**src/rtl/pl_hazard_ctrl_pkg.sv**
```systemverilog
// pl_defs_pkg: shared opcodes, controller state encodings and register-address fields
package pl_defs_pkg;

    localparam logic [4:0] OP_RLOAD  = 5'b01000;
    localparam logic [4:0] OP_RSTORE = 5'b01001;
    localparam logic [4:0] OP_RECNST = 5'b10110;

    // bit of a 4-bit operand address that selects the RNS register domain
    localparam int DOM_BIT = 3;

    typedef enum logic [1:0] {
        ST_RUN     = 2'd0,
        ST_MC_BUSY = 2'd1,
        ST_FLUSH   = 2'd2
    } ctrl_state_t;

endpackage

```
**src/rtl/pl_hazard_ctrl_if.sv**
```systemverilog
// pl_hazard_ctrl_if: ID/EX hazard inputs and pipeline control outputs of the sequencing controller
interface pl_hazard_ctrl_if #(parameter int PROG_CTR_WID = 10);

    logic [4:0]              opcode_ID;
    logic [3:0]              op1_addr_ID;
    logic [3:0]              op2_addr_ID;
    logic [2:0]              op3_addr_ID;
    logic                    load_in_EX;
    logic [2:0]              load_dst_EX;
    logic                    branch_taken_EX;
    logic [PROG_CTR_WID-1:0] branch_target_EX;
    logic [PROG_CTR_WID-1:0] pc_IF;
    logic                    stall_pc;
    logic                    stall_IFID;
    logic                    hold_IDEX;
    logic                    bubble_IDEX;
    logic                    flush_IFID;
    logic                    mc_busy;
    logic                    mc_done;
    logic [1:0]              ctrl_state;

    modport master (
        output opcode_ID, op1_addr_ID, op2_addr_ID, op3_addr_ID,
        output load_in_EX, load_dst_EX, branch_taken_EX, branch_target_EX,
        input  pc_IF, stall_pc, stall_IFID, hold_IDEX, bubble_IDEX,
        input  flush_IFID, mc_busy, mc_done, ctrl_state
    );

    modport slave (
        input  opcode_ID, op1_addr_ID, op2_addr_ID, op3_addr_ID,
        input  load_in_EX, load_dst_EX, branch_taken_EX, branch_target_EX,
        output pc_IF, stall_pc, stall_IFID, hold_IDEX, bubble_IDEX,
        output flush_IFID, mc_busy, mc_done, ctrl_state
    );

endinterface

```
**src/rtl/pl_hazard_ctrl_ld_haz.sv**
```systemverilog
// pl_ld_haz_detect: flags an ID instruction that reads the integer register an RLOAD in EX is writing
module pl_ld_haz_detect
    import pl_defs_pkg::*;
(
    input  logic [4:0] opcode,
    input  logic [3:0] op1_addr,
    input  logic [3:0] op2_addr,
    input  logic [2:0] op3_addr,
    input  logic       load_in,
    input  logic [2:0] load_dst,
    output logic       ld_haz
);

    // RNS-domain operands live in a different register file, so only integer reads can collide
    assign ld_haz = load_in &&
                    ((!op1_addr[DOM_BIT] && op1_addr[2:0] == load_dst) ||
                     (!op2_addr[DOM_BIT] && op2_addr[2:0] == load_dst) ||
                     (opcode == OP_RSTORE && op3_addr == load_dst));

endmodule

```
**src/rtl/pl_hazard_ctrl.sv**
```systemverilog
// pl_hazard_ctrl: PC owner and stall/bubble/flush sequencer for branches, load-use and multi-cycle RECNST
module pl_hazard_ctrl
    import pl_defs_pkg::*;
#(
    parameter int PROG_CTR_WID  = 10,
    parameter int RECNST_CYCLES = 4
) (
    input  logic             clk,
    input  logic             rst,
    pl_hazard_ctrl_if.slave  bus
);

    localparam logic [3:0] CNT_INIT = 4'(RECNST_CYCLES - 2);

    ctrl_state_t             state, state_nxt;
    logic [3:0]              cnt, cnt_nxt;
    logic [PROG_CTR_WID-1:0] pc, pc_nxt;
    logic                    busy, busy_nxt;
    logic                    ld_haz;
    logic                    stall_pc, stall_ifid, hold_idex, bubble_idex, flush_ifid, mc_done;

    pl_ld_haz_detect u_ld_haz (
        .opcode   (bus.opcode_ID),
        .op1_addr (bus.op1_addr_ID),
        .op2_addr (bus.op2_addr_ID),
        .op3_addr (bus.op3_addr_ID),
        .load_in  (bus.load_in_EX),
        .load_dst (bus.load_dst_EX),
        .ld_haz   (ld_haz)
    );

    // next state, PC, RECNST countdown and pipeline controls; branch beats ld_haz beats RECNST start
    always_comb begin
        state_nxt   = state;
        cnt_nxt     = cnt;
        busy_nxt    = busy;
        pc_nxt      = pc + 1'b1;
        stall_pc    = 1'b0;
        stall_ifid  = 1'b0;
        hold_idex   = 1'b0;
        bubble_idex = 1'b0;
        flush_ifid  = 1'b0;
        mc_done     = 1'b0;
        case (state)
            ST_RUN: begin
                if (bus.branch_taken_EX) begin
                    pc_nxt      = bus.branch_target_EX;
                    flush_ifid  = 1'b1;
                    bubble_idex = 1'b1;
                    state_nxt   = ST_FLUSH;
                end else if (ld_haz) begin
                    pc_nxt      = pc;
                    stall_pc    = 1'b1;
                    stall_ifid  = 1'b1;
                    bubble_idex = 1'b1;
                end else if (bus.opcode_ID == OP_RECNST) begin
                    cnt_nxt   = CNT_INIT;
                    busy_nxt  = 1'b1;
                    state_nxt = ST_MC_BUSY;
                end
            end
            ST_MC_BUSY: begin
                if (bus.branch_taken_EX) begin
                    // illegal while RECNST owns EX, but a redirect must never be lost
                    pc_nxt      = bus.branch_target_EX;
                    flush_ifid  = 1'b1;
                    bubble_idex = 1'b1;
                    cnt_nxt     = '0;
                    busy_nxt    = 1'b0;
                    state_nxt   = ST_FLUSH;
                end else begin
                    pc_nxt     = pc;
                    stall_pc   = 1'b1;
                    stall_ifid = 1'b1;
                    hold_idex  = 1'b1;
                    cnt_nxt    = cnt - 4'd1;
                    if (cnt == '0) begin
                        mc_done   = 1'b1;
                        cnt_nxt   = '0;
                        busy_nxt  = 1'b0;
                        state_nxt = ST_RUN;
                    end
                end
            end
            default: begin
                // ID holds a squashed instruction, so hazards and RECNST decode are meaningless here
                flush_ifid = 1'b1;
                if (bus.branch_taken_EX) begin
                    pc_nxt      = bus.branch_target_EX;
                    bubble_idex = 1'b1;
                end else begin
                    state_nxt = ST_RUN;
                end
            end
        endcase
        if (rst) begin
            stall_pc    = 1'b0;
            stall_ifid  = 1'b0;
            hold_idex   = 1'b0;
            bubble_idex = 1'b0;
            flush_ifid  = 1'b0;
            mc_done     = 1'b0;
        end
    end

    // state, PC, counter and busy flag; reset takes effect immediately, even mid-RECNST
    always_ff @(posedge clk or posedge rst) begin
        if (rst) begin
            state <= ST_RUN;
            cnt   <= '0;
            pc    <= '0;
            busy  <= 1'b0;
        end else begin
            state <= state_nxt;
            cnt   <= cnt_nxt;
            pc    <= pc_nxt;
            busy  <= busy_nxt;
        end
    end

    assign bus.pc_IF       = pc;
    assign bus.stall_pc    = stall_pc;
    assign bus.stall_IFID  = stall_ifid;
    assign bus.hold_IDEX   = hold_idex;
    assign bus.bubble_IDEX = bubble_idex;
    assign bus.flush_IFID  = flush_ifid;
    assign bus.mc_busy     = busy;
    assign bus.mc_done     = mc_done;
    assign bus.ctrl_state  = state;

endmodule

```
**src/flat_wrapper.sv**
```systemverilog
// flat-port wrapper written by rule: the top's interface ports become plain ports
module pl_hazard_ctrl_flat import pl_defs_pkg::*;
#(
    parameter int PROG_CTR_WID  = 10,
    parameter int RECNST_CYCLES = 4
)
  (clk, rst, bus_opcode_ID, bus_op1_addr_ID, bus_op2_addr_ID, bus_op3_addr_ID, bus_load_in_EX, bus_load_dst_EX, bus_branch_taken_EX, bus_branch_target_EX, bus_pc_IF, bus_stall_pc, bus_stall_IFID, bus_hold_IDEX, bus_bubble_IDEX, bus_flush_IFID, bus_mc_busy, bus_mc_done, bus_ctrl_state);
  pl_hazard_ctrl_if #(.PROG_CTR_WID(PROG_CTR_WID)) bus_i ();
  input  logic clk;
  input  logic rst;
  input wire logic [$bits(bus_i.opcode_ID)-1:0] bus_opcode_ID;
  input wire logic [$bits(bus_i.op1_addr_ID)-1:0] bus_op1_addr_ID;
  input wire logic [$bits(bus_i.op2_addr_ID)-1:0] bus_op2_addr_ID;
  input wire logic [$bits(bus_i.op3_addr_ID)-1:0] bus_op3_addr_ID;
  input wire logic [$bits(bus_i.load_in_EX)-1:0] bus_load_in_EX;
  input wire logic [$bits(bus_i.load_dst_EX)-1:0] bus_load_dst_EX;
  input wire logic [$bits(bus_i.branch_taken_EX)-1:0] bus_branch_taken_EX;
  input wire logic [$bits(bus_i.branch_target_EX)-1:0] bus_branch_target_EX;
  output wire logic [$bits(bus_i.pc_IF)-1:0] bus_pc_IF;
  output wire logic [$bits(bus_i.stall_pc)-1:0] bus_stall_pc;
  output wire logic [$bits(bus_i.stall_IFID)-1:0] bus_stall_IFID;
  output wire logic [$bits(bus_i.hold_IDEX)-1:0] bus_hold_IDEX;
  output wire logic [$bits(bus_i.bubble_IDEX)-1:0] bus_bubble_IDEX;
  output wire logic [$bits(bus_i.flush_IFID)-1:0] bus_flush_IFID;
  output wire logic [$bits(bus_i.mc_busy)-1:0] bus_mc_busy;
  output wire logic [$bits(bus_i.mc_done)-1:0] bus_mc_done;
  output wire logic [$bits(bus_i.ctrl_state)-1:0] bus_ctrl_state;
  assign bus_i.opcode_ID = bus_opcode_ID;
  assign bus_i.op1_addr_ID = bus_op1_addr_ID;
  assign bus_i.op2_addr_ID = bus_op2_addr_ID;
  assign bus_i.op3_addr_ID = bus_op3_addr_ID;
  assign bus_i.load_in_EX = bus_load_in_EX;
  assign bus_i.load_dst_EX = bus_load_dst_EX;
  assign bus_i.branch_taken_EX = bus_branch_taken_EX;
  assign bus_i.branch_target_EX = bus_branch_target_EX;
  assign bus_pc_IF = bus_i.pc_IF;
  assign bus_stall_pc = bus_i.stall_pc;
  assign bus_stall_IFID = bus_i.stall_IFID;
  assign bus_hold_IDEX = bus_i.hold_IDEX;
  assign bus_bubble_IDEX = bus_i.bubble_IDEX;
  assign bus_flush_IFID = bus_i.flush_IFID;
  assign bus_mc_busy = bus_i.mc_busy;
  assign bus_mc_done = bus_i.mc_done;
  assign bus_ctrl_state = bus_i.ctrl_state;
  pl_hazard_ctrl #(.PROG_CTR_WID(PROG_CTR_WID), .RECNST_CYCLES(RECNST_CYCLES)) u_core (.clk(clk), .rst(rst), .bus(bus_i));
endmodule
```
**config.mk**
```make
export PLATFORM = sky130hd
export DESIGN_NAME = pl_hazard_ctrl_flat
export DESIGN_NICKNAME = d
export VERILOG_FILES = /design/src/rtl/pl_hazard_ctrl_pkg.sv /design/src/rtl/pl_hazard_ctrl_if.sv /design/src/rtl/pl_hazard_ctrl_ld_haz.sv /design/src/rtl/pl_hazard_ctrl.sv /design/src/flat_wrapper.sv
export SDC_FILE = /design/constraint.sdc
export NUM_CORES = 1
export LEC_CHECK = 0
export BUFFER_PORTS_ARGS = -buffer_cell sky130_fd_sc_hd__buf_2
export CAP_MARGIN = 0
export CORE_MARGIN = 8
export CORE_UTILIZATION = 50
export DETAILED_ROUTE_END_ITERATION = 8
export PLACE_DENSITY = 0.88
export SYNTH_ARGS = -nofsm -noshare
export SYNTH_HDL_FRONTEND = slang
export SYNTH_SLANG_ARGS = --single-unit
```
**constraint.sdc**
```tcl
create_clock -name clk -period 3.11 [get_ports clk]
set_input_delay 0.622 -clock clk [delete_from_list [all_inputs] [get_ports clk]]
set_output_delay 0.622 -clock clk [all_outputs]
set_load 0.01 [all_outputs]
```
# After elaboration in Yosys (flattened, before gate mapping)
# Cells that the tools add are included.
# word_totals
reg_bits,17
latchBits,0
ram_bits,0
romBits,0
output_inout_bits,19
elab_cells,77
memories,0
# classes
add_sub_neg,2
multipliers,0
n_div,0
magnitude_cmp,0
eq_ne,14
shifts,0
mux,41
bitwise_logic,0
n_reduce_logical,16
# ops
cell,n
10-bit 2-to-1 mux,4
1-bit 2-to-1 mux,21
4-bit 2-to-1 mux,5
10-bit case mux with 2 select lines,1
2-bit 2-to-1 mux,6
10-bit by 1-bit adder with 10-bit output (second input constant),1
3-bit equality test,3
4-bit case mux with 2 select lines,1
4-bit AND reduction,2
2-bit != test (second input constant),3
3-bit by 2-bit != test with 1-bit output (second input constant),2
5-bit by 4-bit equality test with 1-bit output (second input constant),1
5-bit equality test (second input constant),1
5-bit AND reduction,1
1-bit logical AND,4
4-bit zero test,1
1-bit case mux with 2 select lines,2
2-bit case mux with 2 select lines,1
4-bit by 1-bit subtractor with 4-bit output (second input constant),1
3-bit by 1-bit != test with 1-bit output (second input constant),1
3-bit != test (second input constant),1
2-bit by 1-bit equality test with 1-bit output (second input constant),1
1-bit zero test,2
2-bit zero test,1
other kinds (5),6

# Longest topological paths before layout
# logic_depth
word_depth,9
mapped_depth,7

# Modules after synthesis
# A second synthesis with hierarchy kept.
# hier_totals
hier_cells,129
hier_area_um2,1204.9
# modules_own_cells
module,n_inst,cells_each,area_each_um2,seq_area_each_um2
pl_hazard_ctrl,1,114,1086.0,425.4
pl_ld_haz_detect,1,15,118.9,0.0

# Least setup slack after synthesis
# No wires, ideal clock.
# synth_timing
kind,input to output
startpoint,input port bus_op1_addr_ID[2]
endpoint,output port bus_stall_pc
t_arrival_ns,1.881
required_ns,2.488
path_slack_ns,0.607
cell_stages,5
path_cell_list,xor2_1 nor4_2 o21ai_1 a211oi_1 buf_4
# synth_via
elab_chain_len,9
# synth_rtl
item,line_no,rtl
from (decl),flat_wrapper.sv:12,input wire logic [$bits(bus_i.op1_addr_ID)-1:0] bus_op1_addr_ID;
3-bit equality test,pl_hazard_ctrl_ld_haz.sv:16,((!op1_addr[DOM_BIT] && op1_addr[2:0] == load_dst) ||
1-bit logical AND,pl_hazard_ctrl_ld_haz.sv:16,
1-bit logical OR,pl_hazard_ctrl_ld_haz.sv:16,
1-bit logical OR,pl_hazard_ctrl_ld_haz.sv:17,(!op2_addr[DOM_BIT] && op2_addr[2:0] == load_dst) ||
1-bit logical AND,pl_hazard_ctrl_ld_haz.sv:15,assign ld_haz = load_in &&
1-bit 2-to-1 mux (2 in series),-,
1-bit case mux with 2 select lines,-,
1-bit 2-to-1 mux,-,
to (decl),flat_wrapper.sv:20,output wire logic [$bits(bus_i.stall_pc)-1:0] bus_stall_pc;
# No other way between the ends.

# Worst setup path after layout
# layout_timing
startpoint,input port bus_load_dst_EX[2]
endpoint,output port bus_stall_pc
# layout_via
elab_chain_len,9
word_cells_on_any_way,13
# layout_rtl
item,line_no,rtl
from (decl),flat_wrapper.sv:16,input wire logic [$bits(bus_i.load_dst_EX)-1:0] bus_load_dst_EX;
"3-bit equality test, on equally long branches","pl_hazard_ctrl_ld_haz.sv:16, pl_hazard_ctrl_ld_haz.sv:17",
"1-bit logical AND, on equally long branches","pl_hazard_ctrl_ld_haz.sv:16, pl_hazard_ctrl_ld_haz.sv:17",
1-bit logical OR,pl_hazard_ctrl_ld_haz.sv:16,
1-bit logical OR *,pl_hazard_ctrl_ld_haz.sv:17,
1-bit logical AND *,pl_hazard_ctrl_ld_haz.sv:15,
1-bit 2-to-1 mux *,pl_hazard_ctrl.sv:51,end else if (ld_haz) begin
1-bit 2-to-1 mux *,pl_hazard_ctrl.sv:46,if (bus.branch_taken_EX) begin
1-bit case mux with 2 select lines *,pl_hazard_ctrl.sv:44,case (state)
1-bit 2-to-1 mux *,pl_hazard_ctrl.sv:96,if (rst) begin
# Mark *: on every way between the ends. The rest lies on a longest branch, timed or not.

==> impl_summary.md <==
Logic synthesis
Synthesis inferred 17 register bits. Synthesis produced a netlist whose cell count is 150. The leading area contributor after synthesis is sky130_fd_sc_hd__dfrtp_1. The count of flip-flops with a built-in enable after synthesis is 0.

In the synthesized netlist the dominant register cell turns out to be sky130_fd_sc_hd__dfrtp_1. After synthesis, the mean cell area works out to 8.66 um2. After synthesis, the cell types taking the most area are sky130_fd_sc_hd__dfrtp_1 (33%), sky130_fd_sc_hd__xor2_1 (6.7%), sky130_fd_sc_hd__o221ai_1 (4.0%). The distinct cell type count of the synthesized netlist is 46. The number of warning messages in the yosys log is 0. The proportion of netlist area held by the largest area contributor is 32.8%. The combined area of all synthesized cells is 1300 um2. The number of nets produced by synthesis is 186. The fraction of the yosys area taken by sequential cells is 32.8%. The proportion of synthesized flip-flops having asynchronous set or reset is 100%.

Placed design
The count of buffers from port buffering is 51. The estimated wirelength of the detail-placed design is 2.93 mm. The congestion estimate from routability-driven global placement came to 0.836.

Floorplan
In this run the core area contains 18 standard-cell rows. The die covers 4480 um2. In this run the count of I/O pins placed on the die edge is 52. In this run the horizontal extent of the chip is 67.0 um.

In this run the standard cell core region covers 2480 um2. The initial utilization of the core area, before any placement, comes to 52.4%. The die is 67.0 um tall.

STA
The transition time at the pin with the least slew margin is 589 ps. After layout, the worst path uses 83.5% of the clock period. In this run the tightest slew margin relative to its limit is 60.6%. Setup violations remaining at the end of the flow were counted as 0. The post-layout minimum cycle time is 2600 ps. Setup repair after global routing left no endpoint under its margin. Between clock sinks in the finished design, the worst skew comes to 5.83 ps. The worst hold slack after final layout is 373 ps.

The final hold violation count is 0. The maximum clock rate is 385 MHz. The max-slew violation total from the final report is 0. The final-layout setup total negative slack is 0 ps.

Route
The final wirelength is 3.68 mm. The number of violations reported at the end of detailed-routing iteration 0 is 95. The count of antenna-violating nets left after detailed routing is 0. After detailed routing, the number of vias per cell comes to 5.92. The detailed-route via count is 1380.

For this run, the detailed router's first-pass iteration total came to 5. After detailed routing, the average wire length per cell comes to 15.8 um. After detailed routing, the number of remaining DRC violations is 0.

Finish
0 antenna diodes ended up in the layout. From synthesis to final layout, the design area changed by 24.1%. The library cell used most frequently in the layout, excluding fill and tap cells, is sky130_fd_sc_hd__buf_2.

In the final design database the tool counted 240 nets. In the layout the commonest cells are sky130_fd_sc_hd__buf_2 (51), sky130_fd_sc_hd__dfrtp_1 (17), sky130_fd_sc_hd__nor2_1 (13), sky130_fd_sc_hd__nand2_1 (13), sky130_fd_sc_hd__inv_1 (11). The filler cell count in the final layout is 221. The fraction of layout instances using a drive strength above 1 is 33.0%.

GRT
The number of global-route vias before repair was 1428. The total grt overflow is 0. For met2 alone, demand over resource in global routing was 28.2%.

The initial antenna violation count is 0. The first global-routing pass estimated 5.98 mm of wire. The global routing usage on met3 is 3.69%.

met2 is the most crowded layer. Entering global routing, the biggest net connects 21 pins. Global routing used 19.1% of the available met1 tracks.

The overall global routing resource usage is 16.7%.

Run
The max-cap check violation count is 0.

Clock network
For the worst-skew pair, the clock arrives at the later sink with an insertion delay of 300 ps. The number of clock buffers added by TritonCTS is 3. In this run the deepest clock path goes through 2 buffers.

The buffers inserted during post-CTS setup optimization is 0. For this design, the CTS-stage hold fixing added 0 buffers. In this run the number of H-tree levels came out at 1. Clock tree synthesis found a total of 17 sinks. The tree is rooted in a sky130_fd_sc_hd__clkbuf_4. The number of instances resized during post-cts repair is 0. The register clock-pin slew on the reported worst setup and hold paths is 100 ps. TritonCTS built the clock tree.

Power
For this design the ratio of total power to cell area is 376 nW/um2. The worst-case IR drop observed on VDD is 0.288 mV. The leakage power figure is 0.749 nW.

Worst hold path
The path category of the worst min-delay check is in -> async.

Critical path
STA classifies the critical path endpoint as an output port. The longest individual stage delay on the worst path is 340 ps. Across all register-to-register paths, the minimum setup slack is 1260 ps. The endpoint identified for the worst register-to-register timing path is u_core.bus.pc_IF[3].

The worst register-to-register path begins at u_core.bus.ctrl_state[1]. The maximum net fanout on the critical path is 4. By instance count, the cell type seen most on the critical path is sky130_fd_sc_hd__buf_2. The signal arrival time at the worst endpoint is 1970 ps. The kind of start point of the critical path is a primary input. Traced cell by cell, the critical path runs through buf_2 > xor2_1 > nor4_2 > o21ai_1 > a211oi_1 > buf_2.

The kind of critical path is in -> out. STA puts the critical path data required time at 2490 ps. For this design, the slowest cell found on the critical path is sky130_fd_sc_hd__nor4_2. For the worst flop-to-flop path, the logic depth is 5.

Outcome
The run finished with clean final reports.
[flip-flops by register name (all words and copies together), names as in the netlist]
signal	cells
u_core.bus.ctrl_state	2
u_core.bus.mc_busy	1
u_core.bus.pc_IF	10
u_core.cnt	4
[where the power goes]
| part | switching (mW) | internal [mW] |
|---|---|---|
| logic | 0.106 | 0.0874 |
| clock network | 0.0726 | 0.0500 |
| registers | 0.0398 | 0.249 |
| total | 0.219 | 0.387 |
[per-stage QoR]
stage	instance area [um2]	std cells	power (mW)	utilization (%)	setup slack, ps
floorplan	1300	150	0.403	-	607
finish	1610	233	0.605	65.1	513
global placement	1590	229	0.474	64.0	584
global route	1610	233	0.640	65.1	434
detailed placement	1590	229	0.487	64.0	524
CTS	1610	233	0.605	65.1	524
[Yosys cell counts, drive strengths merged (2+ instances only)]
library cell	count
nor2	14
inv	11
buf	3
ha	3
nand2b	2
a21oi	6
o21ai	11
nor4	5
xor2	10
nand2	14
nor3b	2
and2	2
a22oi	3
nor3	4
o31a	2
dfrtp	17
o2111ai	2
a31oi	7
o221a	2
nand3	4
o211ai	4
o221ai	6
[per-layer routing]
layer	part of all wire [%]	up-vias
met5	0	-
met4	2.0	0
met3	7.3	7
met2	51	56
met1	39	648
li1	-	669
[cell families after synthesis]
logic type | Yosys count | share of synthesized area, %
mux | 1 | 0.867
fa+ha+maj | 3 | 2.89
buf+inv | 15 | 4.82
xor+xnor | 10 | 6.74
simple gates | 53 | 22.6
compound gates | 51 | 29.3
flops | 17 | 32.8
[how the worst max path moves through the flow]
| stage | startpoint | end | slack [ps] | cells past startpoint |
|---|---|---|---|---|
| floorplan | bus_op1_addr_ID[2] | bus_stall_pc | 610 | 5 |
| global placement | bus_load_dst_EX[2] | bus_stall_pc | 580 | 6 |
| detailed placement | bus_load_dst_EX[2] | bus_stall_pc | 520 | 6 |
| CTS | bus_load_dst_EX[2] | bus_stall_pc | 520 | 6 |
| global route | bus_load_dst_EX[2] | bus_stall_pc | 430 | 6 |
| finish | bus_load_dst_EX[2] | bus_stall_pc | 510 | 6 |
[cell type report]
type | count | area, um2 | area share [%]
Inverter | 11 | 41.3 | 2.56
Tap cell | 30 | 37.5 | 2.33
Clock buffer | 4 | 26.3 | 1.63
Sequential cell | 17 | 425 | 26.4
Multi-Input combinational cell | 118 | 811 | 50.3
Timing Repair Buffer | 53 | 270 | 16.8
[worst max-delay path, delay by kind of cell]
| kind | cells | cell delay, ps |
|---|---|---|
| buf+inv | 2 | 330 |
| xor+xnor | 1 | 170 |
| simple gates | 1 | 340 |
| compound gates | 2 | 520 |
(Power assumes the default switching activity.)
